File: src/rtl/sched_pkg.sv
// Shared types and helpers for the oldest-first issue picker.
package sched_pkg;

  localparam int unsigned MAX_NUNIT    = 4;
  localparam int unsigned MAX_UNIT_LAT = 64;
  localparam int unsigned MAX_NCOMMIT  = 1024;

  typedef logic [MAX_NCOMMIT-1:0] slot_vec_t;

  // Rotate the low n bits of v right by sh, so bit sh lands at bit 0.
  function automatic slot_vec_t rot_right(input slot_vec_t v, input int unsigned sh,
                                          input int unsigned n);
    slot_vec_t r;
    r = '0;
    for (int unsigned i = 0; i < MAX_NCOMMIT; i++) begin
      if (i < n) r[i] = v[(i + sh) % n];
    end
    return r;
  endfunction

endpackage

File: src/rtl/sched_find_first.sv
// Lowest-set-bit finder; one link of the per-unit pick chain.
module sched_find_first #(
  parameter int unsigned N  = 32,
  parameter int unsigned LN = $clog2(N)
) (
  input  logic [N-1:0]  vec_i,
  output logic          found_c,
  output logic [LN-1:0] idx_c
);

  always_comb begin
    found_c = 1'b0;
    idx_c   = '0;
    for (int i = N - 1; i >= 0; i--) begin
      if (vec_i[i]) begin
        found_c = 1'b1;
        idx_c   = LN'(i);
      end
    end
  end

endmodule

File: src/rtl/sched_issue_pick.sv
// Oldest-first issue picker for one unit class with per-unit occupancy.
// Optional SCHED_PERF_EN adds the saturating perf_stall counter port.
module sched_issue_pick
  import sched_pkg::*;
#(
  parameter int unsigned NCOMMIT  = 32,
  parameter int unsigned LNCOMMIT = $clog2(NCOMMIT),
  parameter int unsigned NUNIT    = 2,
  parameter int unsigned UNIT_LAT = 1,
  parameter int unsigned LLAT     = $clog2(UNIT_LAT + 1),
  parameter type         slot_t   = logic [LNCOMMIT-1:0]
) (
  input  logic                      clk,
  input  logic                      reset,
  input  logic [LNCOMMIT-1:0]       commit_start,
  input  logic [NCOMMIT-1:0]        ready,
  input  logic [NCOMMIT-1:0]        alloc,
  input  logic [NCOMMIT-1:0]        kill,
  output logic [NUNIT-1:0]          issue_valid,
  output logic [NUNIT*LNCOMMIT-1:0] issue_addr,
  output logic [NUNIT-1:0]          unit_busy
`ifdef SCHED_PERF_EN
  ,
  output logic [31:0]               perf_stall
`endif
);

  if (NUNIT > MAX_NUNIT || UNIT_LAT > MAX_UNIT_LAT || NCOMMIT > MAX_NCOMMIT) begin : g_bad_cfg
    $error("sched_issue_pick: parameter out of range");
  end

  logic [NCOMMIT-1:0]        issued_q, issued_d;
  logic [NCOMMIT-1:0]        elig_c, pick_mask_c;
  logic [NCOMMIT-1:0]        avail_c [NUNIT+1];
  logic [NUNIT-1:0]          pick_v_c;
  slot_t                     pick_slot_c [NUNIT];
  logic [LLAT-1:0]           cnt_q [NUNIT];
  logic [LLAT-1:0]           cnt_d [NUNIT];
  logic [NUNIT-1:0]          unit_busy_d;
  logic [NUNIT*LNCOMMIT-1:0] issue_addr_d;

  // Bit 0 of the rotated vector is the oldest live slot.
  assign elig_c     = ready & ~issued_q & ~alloc & ~kill;
  assign avail_c[0] = NCOMMIT'(rot_right(slot_vec_t'(elig_c), 32'(commit_start), NCOMMIT));

  for (genvar u = 0; u < NUNIT; u++) begin : g_unit
    logic [NCOMMIT-1:0]  req_c;
    logic                found_c;
    logic [LNCOMMIT-1:0] ridx_c;

    assign req_c = (cnt_q[u] == '0) ? avail_c[u] : '0;

    sched_find_first #(.N(NCOMMIT), .LN(LNCOMMIT)) u_ff (
      .vec_i   (req_c),
      .found_c (found_c),
      .idx_c   (ridx_c)
    );

    // Un-rotate: power-of-2 slot count makes the add wrap naturally.
    assign pick_v_c[u]    = found_c;
    assign pick_slot_c[u] = slot_t'(ridx_c + commit_start);
    assign avail_c[u+1]   = avail_c[u] & ~(found_c ? (NCOMMIT'(1) << ridx_c) : '0);
  end

  always_comb begin
    pick_mask_c  = '0;
    issue_addr_d = '0;
    for (int u = 0; u < NUNIT; u++) begin
      if (pick_v_c[u]) begin
        pick_mask_c[pick_slot_c[u]]         = 1'b1;
        issue_addr_d[u*LNCOMMIT +: LNCOMMIT] = pick_slot_c[u];
      end
    end
    issued_d = (issued_q | pick_mask_c) & ~(alloc | kill);
  end

  // Occupancy: load on issue, otherwise count down to idle.
  always_comb begin
    for (int u = 0; u < NUNIT; u++) begin
      cnt_d[u] = '0;
      if (pick_v_c[u])          cnt_d[u] = LLAT'(UNIT_LAT - 1);
      else if (cnt_q[u] != '0)  cnt_d[u] = cnt_q[u] - LLAT'(1);
      unit_busy_d[u] = (cnt_d[u] != '0);
    end
  end

  always_ff @(posedge clk or posedge reset) begin
    if (reset) begin
      issued_q    <= '0;
      issue_valid <= '0;
      issue_addr  <= '0;
      unit_busy   <= '0;
      for (int u = 0; u < NUNIT; u++) cnt_q[u] <= '0;
    end else begin
      issued_q    <= issued_d;
      issue_valid <= pick_v_c;
      issue_addr  <= issue_addr_d;
      unit_busy   <= unit_busy_d;
      for (int u = 0; u < NUNIT; u++) cnt_q[u] <= cnt_d[u];
    end
  end

`ifdef SCHED_PERF_EN
  // Structural stall: something was still eligible after all picks.
  logic stall_c;
  assign stall_c = |avail_c[NUNIT];

  always_ff @(posedge clk or posedge reset) begin
    if (reset) perf_stall <= '0;
    else if (stall_c && perf_stall != 32'hFFFF_FFFF) perf_stall <= perf_stall + 32'd1;
  end
`endif

endmodule
File: config.mk
export PLATFORM = sky130hd
export DESIGN_NAME = sched_issue_pick
export DESIGN_NICKNAME = d
export VERILOG_FILES = /design/src/rtl/sched_pkg.sv /design/src/rtl/sched_find_first.sv /design/src/rtl/sched_issue_pick.sv
export SDC_FILE = /design/constraint.sdc
export NUM_CORES = 1
export LEC_CHECK = 0
export CORE_UTILIZATION = 57
export DETAILED_ROUTE_END_ITERATION = 16
export PLACE_DENSITY = 0.88
export SKIP_LAST_GASP = 1
export SYNTH_ARGS = -nofsm -noshare
export SYNTH_HDL_FRONTEND = slang
export SYNTH_SLANG_ARGS = --single-unit
File: constraint.sdc
create_clock -name clk -period 7.49 [get_ports clk]
set_input_delay 1.498 -clock clk [delete_from_list [all_inputs] [get_ports clk]]
set_output_delay 1.498 -clock clk [all_outputs]
set_load 0.01 [all_outputs]
==> results.yml, run 1 <==
outcome:
  status: "stopped before the end"
  haltStage: "4_1_cts"
  error: "[ERROR DPL-0038] Utilization greater than 100%, impossible to legalize"
yosys:
  ys_ff_latch: 44
  async_reset_ff_share_pct: 100
  synth_area_leaders: "dfrtp_1 (14%), mux4_2 (8.0%), nor2_1 (4.3%)"
  yosysSeqAreaShare_pct: 14.5
  synth_edf_count: 0
  synth_top_area_share_pct: 14.5
  ys_types: 104
  ys.flop_type: "dfrtp_1"
  synth_top_area_cell: "dfrtp_1"
  synth_cells: 876
  yosysWarnings: 0
  netlist_area_mm2: 0.00760
  avgSynthCellArea_um2: 8.68
place:
  placedCellCount: 1449
  io_buffers: 114
  dp_slack_ns: -1.35
  place.gp.congestion: 1.18
  detailed_place_hpwl_mm: 32.7
floorplan:
  die_h_um: 118
  die_w_um: 118
  start_util_pct: 59.3
  num_io_pins: 117
  rows: 41
cts:
  clock_sinks: 44
  cts_resized: 572
  cts_buffers: 5
  ctsHoldBuffers: 0
  clock_path_buffers: 2
  ctsRootBufferMaster: "clkbuf_16"
  cts_setup_buffers: 50
  htreeDepth: 2
==> stage by stage <==
step                      hold slack, ns  cell area, um2
after floorplan                    0.566            7700
after global placement             0.587           11200
after detailed placement           0.620           11200
==> synth_stat cells (12+ instances only) <==
cell type and instances:
a211oi_1 14, a21oi_1 44, a221oi_1 14, buf_2 17, dfrtp_1 44, ha_1 19
inv_1 12, mux2_2 19, mux2i_1 26, mux4_2 27, nand2_1 38, nand3_1 38
nand4_1 13, nor2_1 88, nor2b_1 16, nor4b_1 25, o211ai_1 12, o21ai_0 22
o22ai_1 46, o32ai_1 12, or3_1 17, or4b_1 32, xnor2_1 26, xor2_1 13
==> kinds of logic after synthesis <==
group                    after synthesis  share of synthesized area, %
AO/OA/AOI/OAI                        278                          28.5
XOR/XNOR                              41                          4.92
adder cells (fa/ha/maj)               20                          3.39
buffers and inverters                 60                          4.79
flip-flops                            44                          14.5
multiplexers                          78                          15.6
other                                  1                        0.0493
AND/OR/NAND/NOR                      354                          28.2
==> run 2: changes to the inputs <==
- CORE_UTILIZATION: 57 -> 40
- PLACE_DENSITY: 0.88 -> not set
- PLACE_DENSITY_LB_ADDON: not set -> 0.15
==> run 2 against run 1 <==
- synthesized cell count did not move
- the flow now finishes without violations
- area after synthesis stayed put
==> results.yml, run 2 <==
worst_setup_path:
  path_class: "input pin to register"
  crit_path_frequent_cell: "buf_4"
  cp.arrival_ns: 7.58
  worst-path-buf-inv: 6
  cp_max_fo: 10
  worst_path_max_delay_cell: "or4b_4"
  crit_required_ns: 7.68
  cp-start-kind: "input pin"
  cp_top_family: "compound AO/OA/AOI/OAI gates"
  worstSetupEndpointType: "register"
  reg2reg_slack_ns: 1.09
  cpPeakStageDelay_ns: 0.60
layout:
  area_growth_pct: 82.5
  multi_input_area_mm2: 0.00767
  layout.nets: 1473
  layout_commonest_cell: "buf_4"
  regArea_mm2: 0.00110
  postLayoutCellArea_mm2: 0.0139
  largest_reg_flops: 32
  reg_top3: "issued_q (32), issue_addr (10), issue_valid (2)"
  num-fill-cells: 1317
  drive_above_1_share_pct: 54.1
  final_cell_mix: "buf_4 (358), dlymetal6s2s_1 (91), nor2_1 (66), dfrtp_1 (44), a21oi_1 (35)"
  largest_register: "issued_q"
  antenna_cells: 0
yosys:
  synth_area_leaders: "dfrtp_1 (14%), mux4_2 (8.0%), nor2_1 (4.3%)"
  synthTopCellsByCount: "nor2_1 (88), o22ai_1 (46), a21oi_1 (44), dfrtp_1 (44)"
  synth_cells: 876
  synth_fa_ha_area_share_pct: 3.39
  synth_top_family_by_area: "compound AO/OA/AOI/OAI gates"
  ys.flop_type: "dfrtp_1"
  synth-compound-area-share_pct: 28.5
  async_reset_ff_share_pct: 100
  yosysWarnings: 0
  avgSynthCellArea_um2: 8.68
  yosysSeqAreaShare_pct: 14.5
  synthMuxAreaShare_pct: 15.6
  synth_top_area_share_pct: 14.5
  synth_most_common_cell: "nor2_1"
  synthSimpleGateAreaFrac_pct: 28.2
  ys_types: 104
  synth_edf_count: 0
  synth-xor-area-share_pct: 4.92
  synth_top_area_cell: "dfrtp_1"
  ys_ff_latch: 44
  netlist_area_mm2: 0.00760
cts:
  cts_buffers: 5
  clkSlewWorstSetupHoldPaths_ns: 0.07
  clock_path_buffers: 2
  clock_sinks: 44
  cts_tree: "built"
  ctsRootBufferMaster: "clkbuf_16"
  ctsHoldBuffers: 0
  htreeDepth: 2
  worstSkewPairLatency_ns: 0.29
pwr:
  p_switching_uw: 2250
  swShare_pct: 49.9
  clock_power_share_pct: 5.2
  powerDensity_mw_per_mm2: 324
  power_frac_seq_pct: 8.1
  comb_power_share_pct: 86.7
  p_int_uw: 2250
  ir_drop_mv: 0.295
  leakage_uw: 0.00624
grt:
  grt_overflow: 0
  grt_pass1_vias: 9611
  antenna_found_initial: 0
  grt_pass1_wl_mm: 55.3
  grt_max_degree: 45
  groute.usage.overall_pct: 37.0
place:
  place_area_mm2: 0.0115
  place.gp.congestion: 1.01
  detailed_place_hpwl_mm: 29.5
  io_buffers: 114
floorplan:
  rows: 50
  die_area_mm2: 0.0196
  start_util_pct: 40.8
  core-area_mm2: 0.0186
  die_h_um: 140
  die_w_um: 140
  num_io_pins: 117
drt:
  postRouteAntennaNets: 0
  drt-total-wl_mm: 38.8
  wl_per_cell_um: 24.5
  first_pass_iters: 5
  drt_iter0_markers: 1024
  drcViolationCount: 0
  detail_route.vias_per_cell: 6.48
  vias: 10272
sta:
  grt_setup_unrepaired: "true"
  slew_headroom_pct: 32.8
  fin_crit_sh_pct: 98.7
  whs_ns: 0.628
  clock_skew_ns: 0.00654
  fin_crit_ns: 7.39
  slew_violations: 0
  worst_pin_slew_ns: 1.01
  finalSetupViolCount: 0
  clock.fmax_mhz: 135
  timing.setup.tns_ns: 0
  finalHoldViolCount: 0
worst_hold_path:
  hp-class: "register to register"
flow_run:
  max-cap-violations: 0
outcome:
  status: "finished, final reports clean"
## run 2: cell counts after synthesis
Identical to the previous run, type by type.
## run 2: kinds of logic (layout without fill, tap and decap cells)
| kind of cell | Yosys count | after routing |
|---|---|---|
| AOI/OAI and AO/OA | 278 | 278 |
| xor gates and xnor gates | 41 | 41 |
| adders and majority gates | 20 | 20 |
| buffers and inverters | 60 | 533 |
| DFF | 44 | 44 |
| muxes | 78 | 78 |
| other | 1 | 2 |
| and+or+nand+nor | 354 | 355 |
## run 2: final cells by class
cell class | instances | area share [%]
clock buffer | 7 | 1.03
clock inverter | 1 | 0.0541
inverter | 16 | 0.469
multi-input combinational | 774 | 55.3
sequential | 44 | 7.93
tap | 234 | 2.11
timing repair buffer | 509 | 33.1
## run 2: repair_timing
action                     CTS  global route
cloned                       0             3
setup buffers               15            35
pin swaps                   33            82
setup endpoints to repair   34            33
resized for setup          164           265
## run 2: worst paths after layout
path                                         from                 endpoint  cells after the start
max                                      kill[10]   issued_q[21]$_DFF_PP0_                     29
min                        issued_q[15]$_DFF_PP0_   issued_q[15]$_DFF_PP0_                      2
max reg2reg                issued_q[14]$_DFF_PP0_   issued_q[21]$_DFF_PP0_                     28
min reg2reg                issued_q[15]$_DFF_PP0_   issued_q[15]$_DFF_PP0_                      2
max in group asynchronous                   reset  issue_addr[1]$_DFF_PP0_                      2
min in group asynchronous                   reset   issued_q[20]$_DFF_PP0_                      2
## run 2: metrics by stage
stage                     setup WS [ns]  instances  total power [uW]  utilization [%]
after global routing            -0.0980       1585              4710             74.5
after detailed placement          -1.11       1527              3510             61.7
after global placement            -1.06       1527              3490             61.7
after floorplan               0.0000897        877              2020                -
final                            0.0977       1585              4500             74.5
after CTS                      0.000653       1550              4060             67.3
## run 2: tightest hold or removal path, cell delays in order (launching register included)
cell and delay [ns]:
dfrtp_1 0.37, a221oi_2 0.05, a211oi_2 0.17
## run 2: routing by layer
metal / GRT usage, % / vias to the layer above / share of wire [%]
li1: - / 4482 / -
met1: 48.7 / 4988 / 40
met2: 61.7 / 625 / 46
met3: 3.44 / 177 / 7.1
met4: 15.8 / 0 / 7.1
met5: 0 / - / 0
## run 2: power by group through the flow
stage	logic, uW	clock network [uW]	registers [uW]
global route	4090	248	371
floorplan	1660	0	362
detailed placement	3150	0	359
finish	3900	235	363
CTS	3470	236	360
global placement	3130	0	359
Note: power is estimated with default switching activity, not from simulation.
==> run 3: changes to the inputs <==
- RECOVER_POWER: not set -> 100
==> run 3 against run 2 <==
- final cell count stayed put
- setup slack worse by 0.015 ns
- sequential cell count stayed put
- non-clock buffer count stayed put
- wire length hardly changed
- clock power hardly changed
- clock-buffer cell count stayed put
- utilization is 0.12 points lower
- critical endpoint is now issued_q[28]$_DFF_PP0_
- the flow now finishes with violations (max-capacitance violations, max-slew violations)
==> results.yml, run 3 (synthesis gave the netlist of run 2 again) <==
floorplan:
  start_util_pct: 40.8
  core-area_mm2: 0.0186
  num_io_pins: 117
  rows: 50
  die_area_mm2: 0.0196
  die_w_um: 140
  die_h_um: 140
drt:
  drt_iter0_markers: 1113
  detail_route.vias_per_cell: 6.50
  postRouteAntennaNets: 0
  drcViolationCount: 0
  drt-total-wl_mm: 38.8
  vias: 10301
  wl_per_cell_um: 24.5
  first_pass_iters: 5
grt:
  grt_max_degree: 45
  grt_pass1_vias: 9611
  grt_overflow: 0
  use_met2_pct: 61.7
  antenna_found_initial: 0
  use_met3_pct: 3.44
  use_met1_pct: 48.7
  groute.usage.overall_pct: 37.0
  grt-busiest-layer: "met2"
  grt_pass1_wl_mm: 55.3
worst_hold_path:
  hp-class: "register to register"
sta:
  clock.fmax_mhz: 135
  finalHoldViolCount: 0
  slew_violations: 45
  fin_crit_sh_pct: 98.9
  worst_pin_slew_ns: 1.83
  clock_skew_ns: 0.00665
  grt_setup_unrepaired: "true"
  fin_crit_ns: 7.41
  timing.setup.tns_ns: 0
  slew_headroom_pct: -22.0
  finalSetupViolCount: 0
place:
  place.gp.congestion: 1.01
  placedCellCount: 1527
  io_buffers: 114
  detailed_place_hpwl_mm: 29.5
cts:
  clock_sinks: 44
  clock_path_buffers: 2
  worstSkewPairLatency_ns: 0.29
  htreeDepth: 2
  cts_tree: "built"
  clkSlewWorstSetupHoldPaths_ns: 0.07
  cts_buffers: 5
  ctsRootBufferMaster: "clkbuf_16"
worst_setup_path:
  cp-start-kind: "input pin"
  worstSetupEndpointType: "register"
  crit_required_ns: 7.68
  cp.arrival_ns: 7.60
  path_class: "input pin to register"
  reg2reg_slack_ns: 1.09
  worst_path_max_delay_cell: "ha_4"
  cpPeakStageDelay_ns: 0.32
  cp_max_fo: 10
  crit_path_frequent_cell: "buf_4"
layout:
  final_cell_mix: "buf_4 (357), dlymetal6s2s_1 (91), nor2_1 (66), dfrtp_1 (44), a21oi_1 (35)"
  area_growth_pct: 82.2
  num-fill-cells: 1323
  largest_reg_flops: 32
  layout.nets: 1473
  largest_register: "issued_q"
  layout_commonest_cell: "buf_4"
  final_cells: 1585
  drive_above_1_share_pct: 53.7
  reg_top3: "issued_q (32), issue_addr (10), issue_valid (2)"
  antenna_cells: 0
  utilization_pct: 74.3
outcome:
  failed_checks: "max-capacitance violations, max-slew violations"
  status: "finished with violations"
pwr:
  powerDensity_mw_per_mm2: 324
  power.total_uw: 4480
  ir_drop_mv: 0.294
  leakage_uw: 0.00623
flow_run:
  max-cap-violations: 1
-- run 3: stage by stage --
stage	area (um2)	worst slack, ns	hold slack (ns)
after detailed placement	11500	-1.11	0.605
after CTS	12500	0.000653	0.628
after global routing	13900	-0.0980	0.648
after floorplan	7700	0.0000897	0.566
after global placement	11500	-1.06	0.589
final	13900	0.0823	0.632
-- run 3: cell type report --
class                           count  area [um2]  share of cell area [%]
Multi-Input combinational cell    774        7650                    55.2
Timing Repair Buffer              509        4600                    33.2
Sequential cell                    44        1100                    7.94
Tap cell                          234         293                    2.11
Clock buffer                        7         143                    1.03
Inverter                           16        65.1                   0.469
Clock inverter                      1        7.51                  0.0542
-- run 3: layer usage --
layer	routed length, um	vias up
li1	-	4483
met1	15400	5018
met2	18100	632
met3	2760	168
met4	2610	0
met5	0	-
-- run 3: where the power goes --
group	leakage (uW)	switching [uW]	internal, uW
sequential	0.000579	49.3	313
clock	0.0000701	102	133
combinational	0.00558	2090	1790
-- run 3: worst max-delay path, delay by kind of cell --
kind / cells / cell delay (ns)
AO/OA/AOI/OAI: 13 / 2.61
XOR/XNOR: 1 / 0.16
adder cells (fa/ha/maj): 2 / 0.55
buffers and inverters: 9 / 1.38
multiplexers: 1 / 0.19
AND/OR/NAND/NOR: 6 / 1.19
-- run 3: final timing paths --
check                                        from                 endpoint  cells past startpoint
setup / recovery                  commit_start[1]   issued_q[28]$_DFF_PP0_                     32
hold / removal             issued_q[12]$_DFF_PP0_   issued_q[12]$_DFF_PP0_                      2
max in group asynchronous                   reset  issue_addr[1]$_DFF_PP0_                      2
setup reg to reg           issued_q[14]$_DFF_PP0_   issued_q[21]$_DFF_PP0_                     28
hold reg to reg            issued_q[12]$_DFF_PP0_   issued_q[12]$_DFF_PP0_                      2
min in group asynchronous                   reset   issued_q[20]$_DFF_PP0_                      2
-- run 3: repair_timing --
action | CTS | global route
pin swaps | 33 | 82
setup buffers | 15 | 35
gates cloned | 0 | 3
setup endpoints to repair | 34 | 33
gates resized for setup | 164 | 265
hold buffers | 0 | 0
endpoints found under the hold margin | 0 | 0
==> run 4: changes to the inputs <==
- SETUP_SLACK_MARGIN: not set -> 0.1
==> run 4 against run 3 <==
- the run ends with max-capacitance violations, max-slew violations, negative setup slack left
- sequential share of layout area is 0.28 points lower
- power is 9.9% higher
- via count is 1.3% higher
- final area is 3.6% higher
- sequential power hardly changed
- clock-buffer cell count is 2 lower
- final cell count is 0.82% higher
- utilization is 2.7 points higher
- non-clock buffer count is 12 higher
- combinational power is 11% higher
- setup slack worse by 0.16 ns
- clock power is 7% higher
==> results.yml, run 4 (synthesis gave the netlist of run 2 again) <==
outcome:
  status: "finished with violations"
  failed_checks: "max-capacitance violations, max-slew violations, negative setup slack"
layout:
  num-fill-cells: 1280
  final_cells: 1598
  reg_top3: "issued_q (32), issue_addr (10), issue_valid (2)"
  layout_commonest_cell: "buf_4"
  largest_register: "issued_q"
  layout.nets: 1487
  postLayoutCellArea_mm2: 0.0144
  multi_input_area_mm2: 0.00816
  final_cell_mix: "buf_4 (349), nor2_1 (53), dlygate4sd2_1 (49), dfrtp_1 (44), buf_6 (44)"
  regArea_mm2: 0.00110
  largest_reg_flops: 32
  drive_above_1_share_pct: 59.4
  area_growth_pct: 88.9
worst_setup_path:
  crit_required_ns: 7.68
  worstSetupEndpointType: "register"
  cp.arrival_ns: 7.76
  crit_path_frequent_cell: "buf_4"
  cp_max_fo: 11
  path_class: "input pin to register"
  worst_path_max_delay_cell: "mux4_2"
  cpPeakStageDelay_ns: 0.56
  cp-start-kind: "input pin"
sta:
  slew_headroom_pct: -26.2
  fin_crit_ns: 7.57
  finalHoldViolCount: 0
  clock.fmax_mhz: 132
  worst_pin_slew_ns: 1.89
  fin_crit_sh_pct: 101
  whs_ns: 0.653
  slew_violations: 45
  clock_skew_ns: 0.00692
  postLayoutSetupSlackWorst_ns: -0.0809
  finalSetupViolCount: 1
  grt_setup_unrepaired: "true"
pwr:
  ir_drop_mv: 0.311
  powerDensity_mw_per_mm2: 343
  leakage_uw: 0.00596
  power.total_uw: 4930
place:
  io_buffers: 114
  placedCellCount: 1531
  detailed_place_hpwl_mm: 29.5
  place.gp.congestion: 1.03
  place_area_mm2: 0.0116
  dp_slack_ns: -1.04
drt:
  postRouteAntennaNets: 0
  first_pass_iters: 5
  drt-total-wl_mm: 39.7
  vias: 10440
  wl_per_cell_um: 24.8
  drt_iter0_markers: 1007
  drcViolationCount: 0
  detail_route.vias_per_cell: 6.53
floorplan:
  die_w_um: 140
  die_h_um: 140
  rows: 50
  die_area_mm2: 0.0196
  start_util_pct: 40.8
  num_io_pins: 117
  core-area_mm2: 0.0186
grt:
  grt_max_degree: 45
  grt_pass1_vias: 10053
  antenna_found_initial: 1
  grt_pass1_wl_mm: 56.6
  groute.usage.overall_pct: 37.8
  grt_overflow: 0
cts:
  htreeDepth: 2
  clkSlewWorstSetupHoldPaths_ns: 0.06
  clock_path_buffers: 2
  clock_sinks: 44
  worstSkewPairLatency_ns: 0.29
  ctsRootBufferMaster: "clkbuf_16"
  cts_buffers: 5
  cts_tree: "built"
flow_run:
  max-cap-violations: 1
worst_hold_path:
  hp-class: "register to register"
run 4: cell count changes in the layout (fill, tap and decap cells not counted), sizes merged:
cell	previous run	this run
buf	394	410
bufinv	0	1
clkbuf	11	5
clkdlybuf4s15	0	9
diode	0	1
dlygate4sd2	6	49
dlymetal6s2s	91	39
inv	15	14
nand2	39	40
nand2b	11	12
run 4: worst max-delay path, delay by kind of cell:
family / cells / cell delay (ns)
and+or+nand+nor: 12 / 2.67
AOI/OAI and AO/OA: 6 / 1.09
buffers and inverters: 6 / 0.94
muxes: 2 / 0.88
adders and majority gates: 2 / 0.51
xor gates and xnor gates: 1 / 0.18
run 4: area by class of cell:
cell class	count	share of cell area [%]
inverters	16	0.549
diodes	1	0.0174
clock inverters	1	0.209
repair buffers	521	31.8
flip-flops and latches	44	7.67
multi-input cells	776	56.8
well taps	234	2.04
clock buffers	5	0.871
run 4: path summary, 6_finish.rpt:
check / cells past startpoint / slack (ns) / to / startpoint
min in group asynchronous: 2 / 2.26 / issued_q[4]$_DFF_PP0_ / reset
max in group asynchronous: 2 / 4.13 / issue_addr[8]$_DFF_PP0_ / reset
setup / recovery: 29 / -0.08 / issued_q[22]$_DFF_PP0_ / commit_start[1]
setup reg to reg: 27 / 0.96 / issued_q[22]$_DFF_PP0_ / issued_q[6]$_DFF_PP0_
hold / removal: 2 / 0.65 / issued_q[14]$_DFF_PP0_ / issued_q[14]$_DFF_PP0_
hold reg to reg: 2 / 0.65 / issued_q[14]$_DFF_PP0_ / issued_q[14]$_DFF_PP0_
run 4: where the power goes:
group	leakage [uW]	total, uW	switching, uW	internal [uW]
Sequential	0.000579	365	52.3	313
Clock	0.0000758	251	96.8	154
Combinational	0.00531	4310	2350	1960
Total	0.00596	4930	2500	2430
run 4: timing repair:
action,CTS,global route
setup endpoints to repair,35,33
hold buffers,0,0
cloned,2,1
setup buffers,32,25
resized for setup,292,249
pin swaps,61,109
run 4: routing by layer:
metal / wire, um / GRT usage (%)
met4: 2470 / 16.9
met1: 15000 / 47.4
met2: 18700 / 62.8
met5: 0 / 0
met3: 3470 / 7.05
run 4: stage by stage:
step           utilization, %  setup TNS, ns
6_report                 77.0        -0.0809
2_1_floorplan               -              0
4_1_cts                  69.8              0
5_1_grt                  77.0          -4.60
3_3_place_gp             62.3         -28.86
3_5_place_dp             62.3         -31.44
